===== config.mk =====
export PLATFORM = sky130hd
export DESIGN_NAME = rr_stream_mux
export DESIGN_NICKNAME = d
export VERILOG_FILES = /design/src/rtl/rr_stream_mux_pkg.sv /design/src/rtl/rr_arbiter.sv /design/src/rtl/rr_stream_mux.sv
export SDC_FILE = /design/constraint.sdc
export NUM_CORES = 1
export LEC_CHECK = 0
export ABC_CLOCK_PERIOD_IN_PS = 2230
export BUFFER_PORTS_ARGS = -buffer_cell sky130_fd_sc_hd__buf_2
export CAP_MARGIN = 20
export CORE_MARGIN = 8
export CORE_UTILIZATION = 37
export DETAILED_ROUTE_END_ITERATION = 16
export PLACE_DENSITY = 0.77
export SKIP_CTS_REPAIR_TIMING = 1
export SKIP_LAST_GASP = 1
export SLEW_MARGIN = 20
export SYNTH_ARGS = -nofsm -noshare
export SYNTH_HDL_FRONTEND = slang
export SYNTH_SLANG_ARGS = --single-unit

===== constraint.sdc =====
create_clock -name clk -period 2.23 [get_ports clk]
set_input_delay 0.223 -clock clk [delete_from_list [all_inputs] [get_ports clk]]
set_output_delay 0.223 -clock clk [all_outputs]
set_load 0.01 [all_outputs]

===== src/rtl/rr_stream_mux_pkg.sv =====
`default_nettype none
// ============================================================================
// Module   : rr_stream_mux_pkg
// Brief    : Shared constants and helpers for the round-robin stream mux.
// Revision : 1.0 - initial release
// ============================================================================
package rr_stream_mux_pkg;

    localparam int c_DEFAULT_WIDTH = 32;

    // Ceiling log2, usable in parameter port lists.
    function automatic int clog2(input int value);
        int r;
        int v;
        r = 0;
        v = value - 1;
        while (v > 0) begin
            r = r + 1;
            v = v >> 1;
        end
        return r;
    endfunction

endpackage
`default_nettype wire


===== src/rtl/rr_arbiter.sv =====
`default_nettype none
// ============================================================================
// Module   : rr_arbiter
// Brief    : Combinational rotating priority encoder; first request at or
//            above ptr wins, wrapping from N-1 to 0.
// Revision : 1.0 - initial release
// ============================================================================
module rr_arbiter
    import rr_stream_mux_pkg::*;
#(
    parameter  int N    = 4,
    localparam int SELW = clog2(N)
) (
    input  logic [N-1:0]    req,
    input  logic [SELW-1:0] ptr,
    output logic [SELW-1:0] grant_idx,
    output logic            grant_vld
);

    logic [SELW:0] w_idx;

    // Scan from the farthest offset down so the nearest request is written last.
    always_comb begin
        grant_idx = '0;
        grant_vld = 1'b0;
        w_idx     = '0;
        for (int k = N - 1; k >= 0; k--) begin
            w_idx = {1'b0, ptr} + (SELW + 1)'(k);
            if (w_idx >= (SELW + 1)'(N)) begin
                w_idx = w_idx - (SELW + 1)'(N);
            end
            if (req[w_idx[SELW-1:0]]) begin
                grant_idx = w_idx[SELW-1:0];
                grant_vld = 1'b1;
            end
        end
    end

endmodule
`default_nettype wire


===== src/rtl/rr_stream_mux.sv =====
`default_nettype none
// ============================================================================
// Module   : rr_stream_mux
// Brief    : N-channel valid/ready stream mux with round-robin or forced
//            select and one registered output stage. Optional packet lock
//            via RR_STREAM_MUX_PKT_LOCK_EN.
// Revision : 1.0 - initial release
// ============================================================================
module rr_stream_mux
    import rr_stream_mux_pkg::*;
#(
    parameter  int WIDTH = c_DEFAULT_WIDTH,
    parameter  int N     = 4,
    localparam int SELW  = clog2(N)
) (
    input  logic               clk,
    input  logic               rst,
    input  logic [N*WIDTH-1:0] in_data,
    input  logic [N-1:0]       in_valid,
`ifdef RR_STREAM_MUX_PKT_LOCK_EN
    input  logic [N-1:0]       in_last,
`endif
    output logic [N-1:0]       in_ready,
    input  logic               force_en,
    input  logic [SELW-1:0]    force_sel,
    output logic [WIDTH-1:0]   out_data,
    output logic [SELW-1:0]    out_sel,
    output logic               out_valid,
`ifdef RR_STREAM_MUX_PKT_LOCK_EN
    output logic               out_last,
`endif
    input  logic               out_ready
);

    logic [WIDTH-1:0] w_lanes [N];
    logic [SELW-1:0]  w_arb_idx;
    logic             w_arb_vld;
    logic [SELW-1:0]  w_win;
    logic             w_grant;
    logic             w_rr_mode;
    logic             w_slot_free;
    logic             w_force_ok;
    logic             w_accept;
    logic [SELW-1:0]  w_ptr_next;

    logic [SELW-1:0]  r_rr_ptr;
    logic [WIDTH-1:0] r_out_data;
    logic [SELW-1:0]  r_out_sel;
    logic             r_out_valid;

    for (genvar i = 0; i < N; i++) begin : g_lane
        assign w_lanes[i] = in_data[i*WIDTH +: WIDTH];
    end

    rr_arbiter #(.N(N)) u_arb (
        .req       (in_valid),
        .ptr       (r_rr_ptr),
        .grant_idx (w_arb_idx),
        .grant_vld (w_arb_vld)
    );

    assign w_slot_free = !r_out_valid || out_ready;
    assign w_force_ok  = {1'b0, force_sel} < (SELW + 1)'(N);

`ifdef RR_STREAM_MUX_PKT_LOCK_EN
    logic            r_lock;
    logic [SELW-1:0] r_lock_ch;
    logic            r_lock_rr;
    logic            r_out_last;
`endif

    // Grant source priority: active packet lock, then forced select, then round-robin.
    always_comb begin
        w_win     = w_arb_idx;
        w_grant   = w_arb_vld;
        w_rr_mode = 1'b1;
`ifdef RR_STREAM_MUX_PKT_LOCK_EN
        if (r_lock) begin
            w_win     = r_lock_ch;
            w_grant   = in_valid[r_lock_ch];
            w_rr_mode = r_lock_rr;
        end else
`endif
        if (force_en) begin
            w_win     = force_sel;
            w_grant   = w_force_ok && in_valid[force_sel];
            w_rr_mode = 1'b0;
        end
    end

    assign w_accept   = w_grant && w_slot_free && !rst;
    assign w_ptr_next = (w_win == SELW'(N - 1)) ? '0 : w_win + 1'b1;

    always_comb begin
        in_ready = '0;
        if (w_accept) begin
            in_ready[w_win] = 1'b1;
        end
    end

    always_ff @(posedge clk) begin
        if (rst) begin
            r_out_valid <= 1'b0;
            r_out_data  <= '0;
            r_out_sel   <= '0;
            r_rr_ptr    <= '0;
`ifdef RR_STREAM_MUX_PKT_LOCK_EN
            r_out_last  <= 1'b0;
            r_lock      <= 1'b0;
            r_lock_ch   <= '0;
            r_lock_rr   <= 1'b0;
`endif
        end else if (w_accept) begin
            r_out_valid <= 1'b1;
            r_out_data  <= w_lanes[w_win];
            r_out_sel   <= w_win;
`ifdef RR_STREAM_MUX_PKT_LOCK_EN
            r_out_last  <= in_last[w_win];
            r_lock      <= !in_last[w_win];
            r_lock_ch   <= w_win;
            r_lock_rr   <= w_rr_mode;
            // The pointer only moves once the whole packet has gone through.
            if (in_last[w_win] && w_rr_mode) begin
                r_rr_ptr <= w_ptr_next;
            end
`else
            if (w_rr_mode) begin
                r_rr_ptr <= w_ptr_next;
            end
`endif
        end else if (out_ready) begin
            r_out_valid <= 1'b0;
        end
    end

    assign out_data  = r_out_data;
    assign out_sel   = r_out_sel;
    assign out_valid = r_out_valid;
`ifdef RR_STREAM_MUX_PKT_LOCK_EN
    assign out_last  = r_out_last;
`endif

endmodule
`default_nettype wire


After elaboration in Yosys (flattened, before gate mapping) --
Cells that the tools add are included.
Cells by class: equal/unequal tests 1, order comparisons 12, multiply operators 0, bitwise logic cells 2, reductions and logical operators 8, shift-type cells 0, divide/modulo/power cells 0, mux-type cells 33, add/subtract/negate cells 8
Operators by type and width (number):
- binary-select mux 32 bit (select 2 bit) | 1
- 2-to-1 mux 32 bit | 2
- 2-to-1 mux 2 bit | 10
- less-than comparator 2 x 3 -> 1 bit (second input constant) | 6
- 2-to-1 mux 1 bit | 13
- >= comparator 3 bit (second input constant) | 4
- binary-select mux 1 bit (select 2 bit) | 5
- subtractor 2 x 1 -> 2 bit (second input constant) | 4
- adder 2 x 2 -> 3 bit (second input constant) | 2
- 2-to-1 mux 4 bit | 1
- adder 2 x 1 -> 3 bit (second input constant) | 1
- >= comparator 2 x 3 -> 1 bit (second input constant) | 1
- logical AND 1 bit | 3
- inverter 2 -> 3 bit | 1
- adder 2 x 1 -> 2 bit (second input constant) | 1
- demux 1 bit (select 2 bit) | 1
- equality test 2 bit (second input constant) | 1
- >= comparator 2 x 1 -> 1 bit (second input constant) | 1
- logical NOT 1 bit | 2
- AND reduction 2 bit | 1
- nonzero test 2 bit | 1
- logical OR 1 bit | 1
- inverter 1 bit | 1
Storage, ports and cells: bits in latches 0, memory bits (writable) 0, word-level logic and storage cells 68, output and inout bits 39, memories kept 0, bits of input ports 138, register bits 37, ROM bits 0

Longest topological paths before layout --
Gate-level depths: netlist (run 1).
word-level depth 15, gate-level depth with buffers 10, depth with buffers taken out 8

By module --
A second synthesis (run 1) with hierarchy kept.
Second synthesis, totals: cell total of the unflattened synthesis 262, area, all modules 2786.4 um^2
Modules (own cells, without submodules):
- rr_stream_mux | times used 1, cells each 249, sequential area each 740.7 um^2, area each 2708.8 um^2
- rr_arbiter | times used 1, cells each 13, sequential area each 0.0 um^2, area each 77.6 um^2

Worst setup path before layout (run 1) --
OpenSTA, ideal clock, no wires.
kind register -> output, start register r_rr_ptr[0], end output port in_ready[3], arrival time 1.943 ns, path slack 0.064 ns, data required time 2.007 ns, stages on the path, launching flop included 10, cells stage by stage dfxtp_1 buf_6 nor4b_2 nor4_4 a31o_1 o21ai_4 inv_4 buf_4 ha_1 and2_1
Between the ends: cells in the longest elaborated chain, start to end 15, elaborated cells between the ends (all ways) 41, classes of those cells add/sub: 7; order compare: 6; mux: 25; reduce/logical: 3
RTL lines:
- start, declared | RTL line rr_stream_mux.sv:46 | logic [SELW-1:0] r_rr_ptr;
- start signal, assigned | RTL line rr_stream_mux.sv:128 | r_rr_ptr <= w_ptr_next;
- adder 2 x 2 -> 3 bit | RTL line rr_arbiter.sv:28 | w_idx = {1'b0, ptr} + (SELW + 1)'(k);
- >= comparator 3 bit / subtractor 2 x 1 -> 2 bit (equally long branches) | RTL line rr_arbiter.sv:29, rr_arbiter.sv:30
- 2-to-1 mux 2 bit | RTL line rr_arbiter.sv:29 | if (w_idx >= (SELW + 1)'(N)) begin
- binary-select mux 1 bit (select 2 bit) | RTL line rr_arbiter.sv:32 | if (req[w_idx[SELW-1:0]]) begin
- 2-to-1 mux 1 bit (implied by the code) | RTL line rr_arbiter.sv:32
- 2-to-1 mux 2 bit (4 in a row) | RTL line rr_arbiter.sv:32
- 2-to-1 mux 2 bit | RTL line rr_stream_mux.sv:84 | if (force_en) begin
- less-than comparator 2 x 3 -> 1 bit (implied by the code) / >= comparator 2 x 1 -> 1 bit (equally long branches) | RTL line rr_stream_mux.sv:97 | in_ready[w_win] = 1'b1;
- logical AND 1 bit (implied by the code) | RTL line rr_stream_mux.sv:97
- 2-to-1 mux 1 bit (implied by the code) | RTL line rr_stream_mux.sv:97
- demux 1 bit (select 2 bit) | RTL line rr_stream_mux.sv:97
- 2-to-1 mux 4 bit (*) | RTL line rr_stream_mux.sv:96 | if (w_accept) begin
- end, declared | RTL line rr_stream_mux.sv:23 | output logic [N-1:0] in_ready,
Every way passes the cells marked *; elsewhere a longest branch is shown, timed or not. The select of a mux whose other input is x is not followed.

Worst setup path in the final report (run 1) --
Same ends and word-level chain as after synthesis.

==> results of run 1 <==
final cells by class:
| type | instances | area [sq um] | area share [%] |
|---|---|---|---|
| clock buffer | 7 | 96.3 | 2.58 |
| sequential | 37 | 746 | 19.9 |
| timing repair buffer | 205 | 1180 | 31.7 |
| multi-input combinational | 272 | 1600 | 42.7 |
| tap | 77 | 96.3 | 2.58 |
| inverter | 2 | 15.0 | 0.402 |
| clock inverter | 1 | 5.00 | 0.134 |
flip-flops by register name (all words and copies together), names as in the netlist:
register	count
out_data	32
out_sel	2
r_rr_ptr	2
out_valid	1
worst paths after layout:
path	from	endpoint	slack, ns	cells past startpoint
hold reg to reg	out_data[10]	out_data[10]	0.46	1
setup / recovery	r_rr_ptr[0]	in_ready[3]	-0.08	9
setup reg to reg	r_rr_ptr[0]	out_data[11]	0.08	9
hold / removal	rst	r_rr_ptr[1]	0.22	2
critical path, stage by stage (launching register included):
cell,delay [ns]
dfxtp_4,0.38
buf_6,0.12
nor3b_2,0.18
o21ai_2,0.12
a31o_1,0.27
o21ai_4,0.25
inv_4,0.08
ha_4,0.16
and2_4,0.13
buf_6,0.11
metal layers:
| layer | vias up | global-route usage (%) | part of all wire (%) |
|---|---|---|---|
| li1 | 1564 | - | - |
| met1 | 1409 | 19.4 | 39 |
| met2 | 137 | 31.3 | 51 |
| met3 | 12 | 7.25 | 9.6 |
| met4 | 0 | 5.83 | 1.2 |
| met5 | - | 0 | 0 |
stage by stage:
stage	hold slack [ns]	total power, uW	TNS (ns)	util, %	cell area [sq um]
after global placement	0.443	1600	0	53.3	3400
after floorplan	0.295	1300	0	-	2450
after detailed placement	0.448	1630	-0.0630	53.3	3400
final	0.215	2210	-0.176	58.5	3740
after global routing	0.208	2370	-0.939	58.5	3740
after CTS	0.196	2150	-1.30	54.8	3500
kinds of logic (layout without fill, tap and decap cells):
group,count (synthesis),after routing,synth area share (%)
AO/OA/AOI/OAI,45,45,17.4
adder cells (fa/ha/maj),1,1,0.510
buffers and inverters,32,215,7.09
flip-flops,37,37,30.2
multiplexers,5,5,2.09
AND/OR/NAND/NOR,221,221,42.7
layout by cell type, fill, tap and decap left out, drive strengths merged:
cell       n
a211oi     1
a21o       1
a21oi      3
a221oi     1
a2bb2oi    1
a31o       1
a32o      32
a41o       1
and2       1
and3       3
and3b      2
buf      203
clkbuf     9
clkinv     1
dfxtp     37
ha         1
inv        2
mux2       1
mux2i      4
nand2    129
nand2b     1
nand3     64
nor2       9
nor2b      4
nor3       2
nor3b      2
nor4       1
nor4b      1
nor4bb     1
o211ai     1
o21a       1
o21ai      2
or3        1
power groups by stage:
stage | Sequential [uW] | Clock, uW | Combinational, uW
2_1_floorplan | 850 | 0 | 445
3_3_place_gp | 807 | 0 | 795
3_5_place_dp | 814 | 0 | 815
4_1_cts | 799 | 537 | 817
5_1_grt | 812 | 575 | 988
6_report | 800 | 516 | 898
==> results_dict.tcl, run 1 <==
set metrics [dict create \
    netlist_instances 341 \
    tritoncts "built" \
    worst-endpoint-required_ns 2.01 \
    synth_warnings 0 \
    finalWeightedCongestion 0.857 \
    finalClockSkew_ns 0.00846 \
    maxClockFrequency_ghz 0.433 \
    clock_power_share_pct 23.3 \
    grt_pass1_vias 3122 \
    p_per_area_nw_per_um2 592 \
    fraction_of_layout_instances_using_a_drive_strength_above_1_pct 45.8 \
    critical_path.startpoint_type "flop" \
    synth_edf_count 0 \
    seqPwrFrac_pct 36.1 \
    crit_fanout 6 \
    ys_async_sr_fraction_pct 0 \
    worstPathArrival_ns 2.09 \
    cts.path.max_buffers 2 \
    p_sw_uw 751 \
    clock_latency_ns 0.28 \
    first_pass_grt_wire_length_mm 14.7 \
    timing.max_slew.rel_slack_pct 72.9 \
    synthesis.nets 480 \
    antenna_left 0 \
    avgRoutedWirePerCell_um 15.6 \
    design.portCount 177 \
    drc 0 \
    synth_cell_type_count 38 \
    drt_first_iter_violations 83 \
    syn_area_sq_um 2450 \
    port_buffers 176 \
    fill_cells 621 \
    synth-seq-cells 37 \
    path_class_of_the_lowest_slack_min_delay_path "in -> reg" \
    die_w_um 97.4 \
    vias 3122 \
    yosysMostFrequentCell "nand2_1" \
    static-leakage-power_uw 0.00194 \
    global_route.usage.total_pct 18.0 \
    grt_setup_unrepaired "yes" \
    nNetsFinal 662 \
    pre_cts_ws_ns -0.0326 \
    grt_start_max_net_pins 32 \
    setup_viol_count_final 4 \
    core-area_sq_um 6390 \
    tritoncts_num_sinks 37 \
    power.share.switching_pct 33.9 \
    number_of_cts_inserted_buffers 5 \
    yosysSeqAreaShare_pct 30.2 \
    final-hold-violation-count 0 \
    critical_path.endpoint_type "output pin" \
    synth_common_cells "129 x nand2_1, 55 x nand3_1, 37 x dfxtp_1" \
    power.share.combinational_pct 40.6 \
    final.setup.worst_slack_ns -0.0810 \
    ir_drop_uv 329 \
    layoutNonFillerInstCount 601 \
    avgViaCountPerCell 5.19 \
    failed_checks "setup timing" \
    maxCapViolCount 0 \
    firstDrtPassIters 4 \
    final_period_minus_worst_setup_slack_ns 2.31 \
    dp_hpwl_mm 7.12 \
    tightestPinTransition_ns 0.406 \
    status "complete, but fails checks" \
    yosys-top-cells-area "dfxtp_1 30%, nand2_1 20%, a32o_1 13%, nand3_1 11%, nand3_2 3.7%" \
    buffer_cell_driving_the_clock_tree_root "clkbuf_8" \
    htree_levels 2 \
    route.final.wire_length_mm 9.38 \
    total_gr_overflow 0 \
    synth_ff_type "dfxtp_1" \
    timing_worst_setup_path_type "reg -> out" \
    fp.dieH_um 97.4 \
    path_clk_slew_ns 0.08 \
    post-place-cells 578 \
    antenna_found_initial 0 \
    p_int_uw 1460 \
    drv_slew 0 \
    synth.avg_cell_area_sq_um 7.19 \
    yosys.area.top_type_share_pct 30.2 \
    placement_rows 29 \
    layout_worst_path_cycle_share_pct 104 \
    dieArea_sq_um 9490 \
    yosys.area.top_type "dfxtp_1" \
    initial_utilization_pct 38.4 \
    syn2layout_area_growth_pct 52.4 \
    n_antenna_cell 0 \
]
No activity file was read; power rests on OpenSTA's default activity.
==> run 2: changes to the inputs <==
- ABC_AREA: unset -> 1
- CORE_UTILIZATION: 37 -> 42
- PLACE_DENSITY: 0.77 -> 0.79
- REMOVE_ABC_BUFFERS: unset -> 1
- SKIP_LAST_GASP: 1 -> unset
==> results_dict.tcl, run 2 <==
set metrics [dict create \
    status "finished clean" \
    antenna_found_initial 0 \
    path_class_of_the_lowest_slack_min_delay_path "in -> reg" \
    rrSetupSlack_ns 0.24 \
    crit_fanout 9 \
    worst-endpoint-required_ns 2.01 \
    tritoncts "built" \
    total_gr_overflow 0 \
    buffer_cell_driving_the_clock_tree_root "clkbuf_8" \
    yosys-top-cells-area "nand3_1 25%, dfxtp_1 22%, inv_1 19%, nand2_1 14%, nor2_1 8.3%" \
    finalPower_uw 2280 \
    synth_cell_type_count 22 \
    grt_start_max_net_pins 65 \
    fraction_of_layout_instances_using_a_drive_strength_above_1_pct 27.0 \
    final-hold-violation-count 0 \
    finalClockSkew_ns 0.00821 \
    syn2layout_area_growth_pct 32.7 \
    dp_hpwl_mm 8.35 \
    htree_levels 2 \
    finalSetupTns_ns 0 \
    destination_of_the_worst_hold_path "out_valid" \
    synth_common_cells "172 x inv_1, 168 x nand3_1, 123 x nand2_1" \
    yosys.area.top_type_share_pct 25.2 \
    number_of_cts_inserted_buffers 5 \
    avgViaCountPerCell 4.78 \
    antenna_left 0 \
    drt_first_iter_violations 176 \
    dieArea_sq_um 11100 \
    vias 4291 \
    design.portCount 177 \
    worst_hold_slack_ns 0.219 \
    port_buffers 176 \
    p_per_area_nw_per_um2 514 \
    yosys.area.top_type "nand3_1" \
    placed_area_sq_um 4270 \
    netlist_instances 636 \
    global_route.usage.total_pct 18.2 \
    static-leakage-power_uw 0.00298 \
    crit-reg2reg-launch "r_rr_ptr[0]" \
    critical_path.endpoint_type "output pin" \
    firstDrtPassIters 6 \
    syn_area_sq_um 3340 \
    route.final.wire_length_mm 10.8 \
    tightestPinTransition_ns 0.634 \
    drc 0 \
    worstPathArrival_ns 1.94 \
    synth_ff_type "dfxtp_1" \
    maxClockFrequency_ghz 0.463 \
    seqCellArea_sq_um 746 \
    yosysMostFrequentCell "inv_1" \
    n_antenna_cell 0 \
    setup_viol_count_final 0 \
    final_period_minus_worst_setup_slack_ns 2.16 \
    path_clk_slew_ns 0.07 \
    ir_drop_uv 228 \
    r2r.worst_path.cells 13 \
    layout_worst_path_cycle_share_pct 96.9 \
    placement_rows 32 \
    drv_slew 0 \
    core-area_sq_um 7730 \
    yosysSeqAreaShare_pct 22.2 \
    final_common_cell "buf_2" \
    most_used_cells_in_the_layout_excluding_fill_and_tap_cells "176 x buf_2, 172 x inv_1, 166 x nand3_1" \
    worstReg2RegEnd "out_data[2]" \
    clock_latency_ns 0.28 \
    multi_input_area_sq_um 1760 \
    synth_warnings 0 \
    fill_cells 780 \
    hold_critical_path_depth 4 \
    nNetsFinal 934 \
    worstHoldStart "out_ready" \
    synth_edf_count 0 \
    die_w_um 105 \
    avgRoutedWirePerCell_um 12.0 \
    ys_async_sr_fraction_pct 0 \
    synth-seq-cells 37 \
    largest_reg_flops 32 \
    fp.dieH_um 105 \
    timing.max_slew.rel_slack_pct 57.7 \
    tritoncts_num_sinks 37 \
    design_area_sq_um 4430 \
    postLayoutCoreUtil_pct 57.3 \
    timing_worst_setup_path_type "reg -> out" \
    maxCapViolCount 0 \
    grt_pass1_vias 4148 \
    cts.path.max_buffers 2 \
    initial_utilization_pct 43.2 \
    finalWeightedCongestion 0.917 \
    critical_path.startpoint_type "flop" \
    first_pass_grt_wire_length_mm 17.5 \
    synth.avg_cell_area_sq_um 5.24 \
]
run 2: changes by cell type in the layout (fill, tap and decap cells not counted), moves of 7 or more:
cell     delta
buf_4      -12
a32o_1     -32
nand3_2     -7
nand3_1   +111
inv_1     +172
nor2_1     +64
nand2_1    -11
run 2: worst max path at each step:
stage                   to  slack [ns]   startpoint  depth (start not counted)
3_5_place_dp   in_ready[3]        0.17  r_rr_ptr[0]                         12
4_1_cts        in_ready[3]       -0.14  r_rr_ptr[0]                         12
3_3_place_gp   in_ready[3]        0.28  r_rr_ptr[0]                         12
6_report       in_ready[0]        0.07  r_rr_ptr[0]                         11
2_1_floorplan  r_rr_ptr[1]       -1.92  r_rr_ptr[0]                         12
5_1_grt        in_ready[3]       -0.03  r_rr_ptr[0]                         12
run 2: cells by family after synthesis:
family	synth area share, %
and+or+nand+nor	47.9
DFF	22.2
xor gates and xnor gates	0.263
AOI/OAI and AO/OA	2.40
buffers and inverters	26.8
adders and majority gates	0.375
run 2: per-stage QoR:
step           setup slack (ns)  instances
2_1_floorplan             -1.92        597
3_3_place_gp              0.282        888
3_5_place_dp              0.171        888
4_1_cts                  -0.141        896
5_1_grt                 -0.0319        898
6_report                 0.0685        898
run 2: layout make-up:
| type | instances | share of cell area [%] |
|---|---|---|
| inverters | 176 | 15.1 |
| multi-input cells | 384 | 39.7 |
| repair buffers | 191 | 23.7 |
| clock buffers | 8 | 1.81 |
| well taps | 102 | 2.88 |
| flip-flops and latches | 37 | 16.8 |
run 2: worst max-delay path: stages (launching register included):
cell	delay, ns
dfxtp_4	0.40
buf_6	0.14
nand2_4	0.07
nand3_1	0.11
nand2_1	0.10
nor2_1	0.14
nand4_1	0.15
nand2_2	0.15
inv_4	0.09
nand2_1	0.12
nor2_1	0.05
buf_2	0.13
run 2: where the power goes:
part	switching [uW]	internal [uW]
Clock	219	222
Sequential	46.9	738
Combinational	614	436
run 2: per-layer routing:
layer	vias up	GRT usage (%)	routed length, um
met5	-	0	0
met4	0	4.99	231
met3	25	6.02	848
met2	179	33.9	5380
met1	1884	18.9	4360
li1	2203	-	-
==> run 3: changes to the inputs <==
- ABC_CLOCK_PERIOD_IN_PS: 2230 -> 2070
- CORE_UTILIZATION: 42 -> 46
- PLACE_DENSITY: 0.79 -> 0.82
- clock period: 2.23 -> 2.07 ns (I/O delays scaled with it)
==> results_dict.tcl, run 3 (synthesis gave the netlist of run 2 again) <==
set metrics [dict create \
    timing_worst_setup_path_type "reg -> out" \
    finalSetupTns_ns -0.106 \
    path_clk_slew_ns 0.08 \
    ir_drop_uv 301 \
    kind_of_cell_with_the_highest_combined_delay_on_the_critical_path "simple AND/OR/NAND/NOR gates" \
    port_buffers 176 \
    maxCapViolCount 0 \
    crit_fanout 6 \
    crit-reg2reg-launch "r_rr_ptr[0]" \
    drv_slew 0 \
    firstDrtPassIters 6 \
    fraction_of_layout_instances_using_a_drive_strength_above_1_pct 30.9 \
    dp_hpwl_mm 8.15 \
    p_sw_uw 1040 \
    total_buffers_and_inverters_traversed_by_the_critical_path 3 \
    finalClockSkew_ns 0.0128 \
    power.share.switching_pct 39.8 \
    finalWeightedCongestion 0.894 \
    antenna_found_initial 0 \
    static-leakage-power_uw 0.00308 \
    crit_cells 13 \
    worstReg2RegEnd "out_sel[0]" \
    die_w_um 101 \
    n_antenna_cell 0 \
    htree_levels 2 \
    core-area_sq_um 7140 \
    failed_checks "setup timing" \
    seqPwrFrac_pct 32.5 \
    maxClockFrequency_ghz 0.464 \
    route.final.wire_length_mm 11.8 \
    path_class_of_the_lowest_slack_min_delay_path "in -> reg" \
    worst-endpoint-required_ns 1.86 \
    p_per_area_nw_per_um2 556 \
    drc 0 \
    first_pass_grt_wire_length_mm 17.4 \
    power.share.combinational_pct 49.0 \
    grt_setup_unrepaired "yes" \
    cpPeakStageDelay_ns 0.38 \
    syn2layout_area_growth_pct 40.4 \
    rrSetupSlack_ns 0 \
    cp-startpoint "r_rr_ptr[0]" \
    critical-path-slowest-cell "dfxtp_4" \
    fp.dieH_um 101 \
    layout_worst_path_cycle_share_pct 104 \
    design.portCount 177 \
    initial_utilization_pct 46.7 \
    clock_power_share_pct 18.5 \
    placed_area_sq_um 4260 \
    drt_first_iter_violations 233 \
    p_int_uw 1570 \
    dieArea_sq_um 10200 \
    worstPathArrival_ns 1.95 \
    cts.path.max_buffers 2 \
    most_used_cells_in_the_layout_excluding_fill_and_tap_cells "176 x buf_2, 171 x inv_1, 161 x nand3_1" \
    setup_viol_count_final 4 \
    critical_path.startpoint_type "flop" \
    critPathCapture "in_ready[3]" \
    path_cells "inv_4, nand2_4, nand3_2, nand2_2, nor2_2, nand2_2, nand2_2, nand2_4, nand2_4, ha_4, inv_1, nor2_1, buf_2" \
    design_area_sq_um 4680 \
    vias 4407 \
    largest_reg_flops 32 \
    tritoncts_num_sinks 37 \
    number_of_cts_inserted_buffers 5 \
    final_period_minus_worst_setup_slack_ns 2.16 \
    grt_pass1_vias 4057 \
    final.setup.worst_slack_ns -0.0856 \
    grt_start_max_net_pins 49 \
    clock_latency_ns 0.29 \
    buffer_cell_driving_the_clock_tree_root "clkbuf_8" \
    nNetsFinal 944 \
    tritoncts "built" \
    critical_path.endpoint_type "output pin" \
    status "complete, but fails checks" \
    final_common_cell "buf_2" \
    antenna_left 0 \
    total_gr_overflow 0 \
    postLayoutCoreUtil_pct 65.6 \
    final-hold-violation-count 0 \
    post-place-cells 885 \
    avgViaCountPerCell 4.87 \
    layoutNonFillerInstCount 905 \
    global_route.usage.total_pct 20.3 \
    avgRoutedWirePerCell_um 13.0 \
    r2r.worst_path.cells 12 \
    timing.max_slew.rel_slack_pct 74.9 \
    placement_rows 31 \
    tightestPinTransition_ns 0.376 \
]
run 3: worst reg2reg max path, cell delays in order, from the launching register on:
cell and delay (ns):
dfxtp_4 0.38, inv_4 0.12, nand2_4 0.08, nand3_2 0.10, nand2_2 0.11, nor2_1 0.12
nand4_1 0.11, nand2_1 0.19, inv_4 0.08, buf_4 0.17, buf_12 0.16, o211ai_1 0.25
inv_1 0.10
run 3: per-layer routing:
| layer | share of wire, % | GRT usage, % | up-vias |
|---|---|---|---|
| met4 | 2.4 | 5.61 | 0 |
| met3 | 9.0 | 6.05 | 28 |
| li1 | - | - | 2228 |
| met1 | 39 | 22.7 | 1937 |
| met2 | 50 | 36.3 | 214 |
| met5 | 0 | 0 | - |
run 3: worst min path at each step:
stage | slack, ns | depth (start not counted) | endpoint | from
after global routing | 0.24 | 4 | out_valid | out_ready
after CTS | 0.20 | 4 | out_valid | out_ready
after floorplan | 0.28 | 1 | out_valid | rst
after global placement | 0.48 | 2 | out_sel[0] | out_sel[0]
after detailed placement | 0.49 | 2 | out_sel[1] | out_sel[1]
final | 0.21 | 4 | out_valid | out_ready
run 3: area by class of cell:
class / count / area [sq um]
clock buffer: 8 / 80.1
fill: 682 / 2450
inverter: 176 / 671
multi-input combinational: 384 / 1910
sequential: 37 / 748
tap: 99 / 124
timing repair buffer: 201 / 1150
run 3: power by group through the flow:
stage | logic [uW] | clock network, uW | registers, uW
final | 1280 | 481 | 847
after floorplan | 624 | 0 | 890
after global routing | 1420 | 539 | 855
after CTS | 1100 | 495 | 844
after global placement | 1060 | 0 | 857
after detailed placement | 1090 | 0 | 859
run 3: stage by stage:
step	total power [uW]	setup WS, ns	hold slack [ns]
final	2610	-0.0856	0.205
after global routing	2810	-0.219	0.242
after CTS	2440	-0.313	0.204
after detailed placement	1950	-0.0365	0.491
after global placement	1920	0.0496	0.475
after floorplan	1510	-2.08	0.276
